File: config.mk
export PLATFORM = sky130hd
export DESIGN_NAME = ahfp_lzd_pipe
export DESIGN_NICKNAME = d
export VERILOG_FILES = /design/src/rtl/ahfp_lzd_pipe.sv
export SDC_FILE = /design/constraint.sdc
export NUM_CORES = 1
export LEC_CHECK = 0
export ABC_AREA = 1
export CAP_MARGIN = 15
export CORE_MARGIN = 1
export CORE_UTILIZATION = 33
export CTS_CLUSTER_SIZE = 24
export DETAILED_ROUTE_END_ITERATION = 6
export HOLD_SLACK_MARGIN = 0.05
export PLACE_DENSITY = 0.69
export SLEW_MARGIN = 25
export SYNTH_ARGS = -nofsm -noshare
export SYNTH_HDL_FRONTEND = slang
export SYNTH_SLANG_ARGS = --single-unit
File: constraint.sdc
create_clock -name clk -period 1.93 [get_ports clk]
set_input_delay 0.4825 -clock clk [delete_from_list [all_inputs] [get_ports clk]]
set_output_delay 0.4825 -clock clk [all_outputs]
set_load 0.005 [all_outputs]
File: src/rtl/ahfp_lzd_pipe.sv
// ahfp_lzd_pipe: pipelined leading-zero counter / leading-one locator for the ahfp normaliser.
// Latency: exactly PIPE_STAGES cycles from input transfer to out_valid; one result per cycle.
// Backpressure: elastic valid/ready stages with bubble collapse; in_ready falls only when every stage is full and out_ready is low.
// Optional: define AHFP_LZD_NORM_EN to add out_norm (in_data shifted so its leading one sits at bit WIDTH-1).
module ahfp_lzd_pipe #(
    parameter int WIDTH       = 48,
    parameter int PIPE_STAGES = 2,
    localparam int CW         = $clog2(WIDTH + 1)
) (
    input  logic             clk,
    input  logic             rst,
    input  logic             in_valid,
    output logic             in_ready,
    input  logic [WIDTH-1:0] in_data,
    output logic             out_valid,
    input  logic             out_ready,
    output logic [CW-1:0]    out_lzc,
    output logic [CW-1:0]    out_pos,
`ifdef AHFP_LZD_NORM_EN
    output logic [WIDTH-1:0] out_norm,
`endif
    output logic             out_zero
);

    // Padded width: next power of two (at least one 4-bit leaf); the pad sits below the LSB.
    localparam int PW   = (WIDTH <= 4) ? 4 : (1 << $clog2(WIDTH));
    localparam int NL   = PW / 4;
    localparam int LV   = $clog2(NL);
    localparam int PL   = $clog2(PW);
    localparam int OFF  = PW - WIDTH;
    localparam int LAST = PIPE_STAGES - 1;

    logic [PW-1:0]                        pad;
    logic [NL-1:0]                        leaf_v;
    logic [NL-1:0][PL-1:0]                leaf_p;
    logic [PIPE_STAGES-1:0][NL-1:0]       src_v;
    logic [PIPE_STAGES-1:0][NL-1:0][PL-1:0] src_p;
`ifdef AHFP_LZD_NORM_EN
    logic [PIPE_STAGES-1:0][WIDTH-1:0]    src_d;
    logic [WIDTH-1:0]                     norm_q;
`endif
    logic [PIPE_STAGES-1:0]               v_q, v_d, load, sv, en;
    logic [CW-1:0]                        lzc_q, pos_q;
    logic                                 zero_q;

    // Left-align the input in the padded vector; pad zeros sit below any real bit so cannot win.
    always_comb begin
        pad = '0;
        pad[PW-1 -: WIDTH] = in_data;
    end

    // Leaf priority encoders: per nibble, any-set flag and index of its highest set bit.
    always_comb begin
        leaf_v = '0;
        leaf_p = '0;
        for (int j = 0; j < NL; j++) begin
            leaf_v[j] = |pad[4*j +: 4];
            if (pad[4*j+3])      leaf_p[j] = PL'(3);
            else if (pad[4*j+2]) leaf_p[j] = PL'(2);
            else if (pad[4*j+1]) leaf_p[j] = PL'(1);
            else                 leaf_p[j] = PL'(0);
        end
    end

    assign src_v[0] = leaf_v;
    assign src_p[0] = leaf_p;
`ifdef AHFP_LZD_NORM_EN
    assign src_d[0] = in_data;
`endif

    // Ready ripples from the output back: a stage can load if it is empty or everything ahead can move.
    always_comb begin : ready_chain
        logic rdy_dn;
        load   = '0;
        rdy_dn = out_ready;
        for (int k = PIPE_STAGES - 1; k >= 0; k--) begin
            load[k] = ~v_q[k] | rdy_dn;
            rdy_dn  = load[k];
        end
    end

    // Valid feeding each stage: the input for stage 0, the previous stage otherwise.
    assign sv        = PIPE_STAGES'({v_q, in_valid});
    assign en        = load & sv;
    assign v_d       = (load & sv) | (~load & v_q);
    assign in_ready  = ~rst & load[0];
    assign out_valid = v_q[LAST];

    // Stage occupancy flags.
    always_ff @(posedge clk or posedge rst) begin
        if (rst) v_q <= '0;
        else     v_q <= v_d;
    end

    for (genvar k = 0; k < PIPE_STAGES; k++) begin : g_stage
        // Tree levels 1..LV are shared out across the stages as evenly as integer division allows.
        localparam int LO = (k * LV) / PIPE_STAGES;
        localparam int HI = ((k + 1) * LV) / PIPE_STAGES;

        logic [NL-1:0]         wv, tv;
        logic [NL-1:0][PL-1:0] wp, tp;

        // Pairwise combine: the upper child wins if it holds a one, its index gains the child-span bit.
        always_comb begin
            wv = src_v[k];
            wp = src_p[k];
            tv = '0;
            tp = '0;
            for (int l = 1; l <= LV; l++) begin
                if (l > LO && l <= HI) begin
                    tv = '0;
                    tp = '0;
                    for (int i = 0; i < NL / 2; i++) begin
                        tv[i] = wv[2*i+1] | wv[2*i];
                        tp[i] = wv[2*i+1] ? (wp[2*i+1] | (PL'(1) << (l + 1))) : wp[2*i];
                    end
                    wv = tv;
                    wp = tp;
                end
            end
        end

        if (k < LAST) begin : g_mid
            logic [NL-1:0]         nv_q;
            logic [NL-1:0][PL-1:0] np_q;
`ifdef AHFP_LZD_NORM_EN
            logic [WIDTH-1:0]      nd_q;
`endif
            // Partial tree state captured whenever this stage accepts a new entry.
            always_ff @(posedge clk or posedge rst) begin
                if (rst) begin
                    nv_q <= '0;
                    np_q <= '0;
`ifdef AHFP_LZD_NORM_EN
                    nd_q <= '0;
`endif
                end else if (en[k]) begin
                    nv_q <= wv;
                    np_q <= wp;
`ifdef AHFP_LZD_NORM_EN
                    nd_q <= src_d[k];
`endif
                end
            end
            assign src_v[k+1] = nv_q;
            assign src_p[k+1] = np_q;
`ifdef AHFP_LZD_NORM_EN
            assign src_d[k+1] = nd_q;
`endif
        end else begin : g_last
            logic [CW-1:0] pos_c, lzc_c;
            logic          zero_c;

            // Map the padded root index back to the real bit index; all-zero gets its own encoding.
            always_comb begin
                zero_c = ~|wv;
                pos_c  = CW'(wp[0]) - CW'(OFF);
                lzc_c  = CW'(WIDTH - 1) - pos_c;
                if (zero_c) begin
                    pos_c = '0;
                    lzc_c = CW'(WIDTH);
                end
            end

            // Result registers; they hold while the output is stalled.
            always_ff @(posedge clk or posedge rst) begin
                if (rst) begin
                    lzc_q  <= '0;
                    pos_q  <= '0;
                    zero_q <= 1'b0;
`ifdef AHFP_LZD_NORM_EN
                    norm_q <= '0;
`endif
                end else if (en[k]) begin
                    lzc_q  <= lzc_c;
                    pos_q  <= pos_c;
                    zero_q <= zero_c;
`ifdef AHFP_LZD_NORM_EN
                    norm_q <= src_d[k] << lzc_c;
`endif
                end
            end
        end
    end

    assign out_lzc  = lzc_q;
    assign out_pos  = pos_q;
    assign out_zero = zero_q;
`ifdef AHFP_LZD_NORM_EN
    assign out_norm = norm_q;
`endif

endmodule

# Word level (Yosys, flattened, before mapping)
# Cells that the tools add are included.
[totals]
register_bits = 33
word_cells = 94
input_bits = 52
[op_classes]
addsub = 2
n_reduce_logical = 13
bitwise_logic = 21
n_mux = 50
[op_table]
columns = ["operator", "count"]
rows = [
  ["6-bit 2-to-1 mux", 14],
  ["4-bit OR reduction", 12],
  ["5-bit 2-to-1 mux", 8],
  ["2-bit 2-to-1 mux", 11],
  ["4-bit 2-to-1 mux", 4],
  ["1-bit bitwise OR", 13],
  ["1-bit 2-to-1 mux", 12],
  ["6-bit by 5-bit subtractor with 6-bit output (second input constant)", 1],
  ["6-bit subtractor (first input constant)", 1],
  ["2-bit AND", 2],
  ["3-bit 2-to-1 mux", 1],
  ["1-bit NOT", 3],
  ["2-bit NOT", 1],
  ["2-bit bitwise OR", 1],
  ["1-bit AND", 1],
  ["1-bit logical NOT", 1],
]

# Depth between registers and ports, before layout
[depth]
word_depth = 6
mapped_depth = 7
mapped_depth_nobuf = 7

# Least setup slack after synthesis
# OpenSTA, ideal clock, no wires.
[synth_timing]
path_kind = "input-to-output"
start = "input rst"
end = "output in_ready"
setup_slack_ps = 128
arrival_time_ps = 1319
path_buffers = 0
cell_stages = 3
cell_sequence = "inv_1 -> nand2_1 -> inv_1"
[synth_between]
elab_chain_len = 2
[synth_lines]
columns = ["element", "line", "source"]
rows = [
  ["start, declared", "11", "input logic rst,"],
  ["1-bit NOT", "86", "assign in_ready = ~rst & load[0];"],
  ["1-bit AND", "86", ""],
  ["end, declared", "13", "output logic in_ready,"],
]
# Every way passes these cells.

# Worst setup path after layout
[layout_timing]
start = "input out_ready"
end = "output in_ready"
[layout_between]
elab_chain_len = 3
[layout_lines]
columns = ["element", "line", "source"]
rows = [
  ["start, declared", "16", "input logic out_ready,"],
  ["1-bit bitwise OR (2 in a row)", "77", "load[k] = ~v_q[k] | rdy_dn;"],
  ["1-bit AND", "86", ""],
]
# Every way passes these cells.

==> impl_metrics.toml <==
[placement]
dpl.cell_count = 399
post_dp_cell_area_um2 = 2550
gp_congestion = 0.741
portBuffers = 66
dp_hpwl_mm = 3.17

[setup_path]
crit_path_end_kind = "output pin"
cp_num_buf_inv = 4
worstPathCellList = "clkdlybuf4s50_1 -> inv_2 -> nand3_2 -> nand2_1 -> inv_1 -> clkdlybuf4s15_1"
crit_fanout = 2
path_delay_family = "buffers and inverters"
startpoint_type = "input port"
cp.arrival_ps = 1340
r2r_cells = 6
r2r_slack_ps = 700
r2r_end = "g_stage[0].g_mid.nv_q[3]"
cpPeakStageDelay_ps = 480
cp.required_ps = 1450
worstSetupPathType = "in2out"
cp_slowest_cell = "clkdlybuf4s50_1"

[synthesis]
synth_fp_nets = 313
syn_inst = 261
synth-main-ff-cell = "dfrtp_1"
synthTopCellsByArea = "dfrtp_1 (42%), nand2_1 (19%), nor2_1 (10%)"
yosysWarnings = 0
yosys_register_bits = 30
synth_top_area_share_pct = 41.8
ys_types = 19
syn_area_um2 = 1790
async_flop_share_pct = 100
seq_area_frac_synth_pct = 41.8
yosysTopAreaCell = "dfrtp_1"
syn_avg_cell_area_um2 = 6.87
synth_edf_count = 0

[global_route]
grt_pass1_wl_mm = 7.01
grt_max_degree = 31
globalRouteTotalUtil_pct = 16.0
grt_overflow = 0
grt_pass1_vias = 1727
antenna_found_initial = 0

[power]
clkPwrFrac_pct = 38.7
comb_power_share_pct = 23.5
power_leakage_nw = 1.30
p_per_area_nw_per_um2 = 752
switchingPower_uw = 485
p_int_mw = 1.54
seq_power_share_pct = 37.8
switching_share_pct = 23.9
total_power_mw = 2.03
ir_drop_mv = 0.345

[timing]
fin_crit_ps = 1820
hold_violations = 0
finClkSkew_ps = 4.89
worst_slew_pin_slew_ps = 376
setup_viol = 0
maxSlewHeadroom_pct = 75.0
slew_viol_final = 0
holdWs_ps = 482
period_share_pct = 94.3
fmax_mhz = 550
rsz0062_at_grt = "false"

[cells_and_area]
instances_no_fill = 407
antenna_cells = 0
syn_to_final_growth_pct = 50.2
nNetsFinal = 388
layout-drive-gt1-share_pct = 8.90
fin_area_um2 = 2700

[floorplan]
num_rows = 26
die_w_um = 75.7
die-height_um = 75.7
core_um2 = 5170
start_util_pct = 34.7
io_pins = 67
die_area_um2 = 5740

[routing]
firstDrtPassIters = 4
wire_per_inst_um = 9.49
drt_first_iter_violations = 79
drc = 0
vias = 1801
vias_per_cell = 4.43
wl_mm = 3.86
route.antenna.remaining_nets = 0

[cts]
postCtsSetupBuffers = 0
clk_pin_slew_ps = 60
cts_tree = "yes"
cts_buffers = 5
root_buffer = "clkbuf_8"
htreeDepth = 2
clkLatencyLatePin_ps = 280
cts_buffer_depth = 2
clock_sinks = 30
hold_buffers = 0

[hold_path]
hold_class = "reg2reg"
min_path_cells = 2
min_from = "out_pos[1]"
worstHoldEndpoint = "out_pos[1]"

[flow_run]
cap_violations = 0

[outcome]
status = "finished clean"
## cell type report
class / count / area (um2)
Fill cell: 492 / 2480
Multi-Input combinational cell: 193 / 885
Sequential cell: 30 / 751
Timing Repair Buffer: 71 / 698
Inverter: 35 / 131
Tap cell: 70 / 87.6
Clock buffer: 6 / 82.6
Clock inverter: 2 / 60.1
## cells by family after synthesis
| kind of cell | Yosys count | share of synthesized area (%) |
|---|---|---|
| and+or+nand+nor | 158 | 38.0 |
| buffers and inverters | 38 | 8.86 |
| AOI/OAI and AO/OA | 35 | 11.3 |
| DFF | 30 | 41.8 |
## power by group through the flow
stage,Combinational [mW],Sequential [mW],Clock [mW]
2_1_floorplan,0.209,0.775,0
3_3_place_gp,0.476,0.775,0
3_5_place_dp,0.483,0.778,0
4_1_cts,0.483,0.767,0.791
5_1_grt,0.548,0.777,0.825
6_report,0.476,0.766,0.784
## cells in the final DEF, fill, tap and decap left out, drive strengths merged, types with 5 or more instances in the layout
cell type and count:
o21bai 6, o21ai 17, buf 5, nand3 13, dfrtp 30, clkdlybuf4s50 65, nor2 53, a21oi 10
nand2 92, clkbuf 6, inv 35
## tightest hold or removal path, cell delays in order (launching register included)
cell,delay [ps]
dfrtp_1,350
nand2_1,50
nand2_1,50
## cell usage after synthesis, types with 2 or more instances
master,count
nand2_1,89
nor2_1,49
inv_1,33
dfrtp_1,30
o21ai_0,12
a21oi_1,10
nand3_1,8
o21bai_1,6
nand3_2,5
nor2_4,4
o21ai_1,3
inv_2,2
nand2_4,2
o21a_1,2
o21ai_2,2
## state kept, by name, summed over array words and instances (netlist names), named ones only
name and count:
out_zero 1, g_stage.g_mid.np_q 12, out_pos 6, out_lzc 6, g_stage.g_mid.nv_q 3
## metal layers
layer	track usage, %	wire length (um)
met1	18.9	1740
met2	29.2	1920
met3	4.37	182
met4	3.09	27
met5	0	0
## what timing repair did
action                     CTS  global route
gates cloned                 0             0
gates resized for setup      1             2
setup endpoints to repair    1             1
## through the flow
| stage | utilization [%] | worst slack (ps) | TNS, ps |
|---|---|---|---|
| 2_1_floorplan | - | 128 | 0 |
| 3_3_place_gp | 49.3 | -165 | -165 |
| 3_5_place_dp | 49.3 | -198 | -198 |
| 4_1_cts | 52.1 | 50.4 | 0 |
| 5_1_grt | 52.1 | 14.9 | 0 |
| 6_report | 52.1 | 110 | 0 |
## how the worst max path moves through the flow
stage | from | end | slack (ps) | cells past startpoint
global placement | out_ready | in_ready | -160 | 6
CTS | out_ready | in_ready | 50 | 6
global route | out_ready | in_ready | 10 | 6
floorplan | rst | in_ready | 130 | 3
finish | out_ready | in_ready | 110 | 6
detailed placement | out_ready | in_ready | -200 | 6
Power figures use the tool's default switching activity.
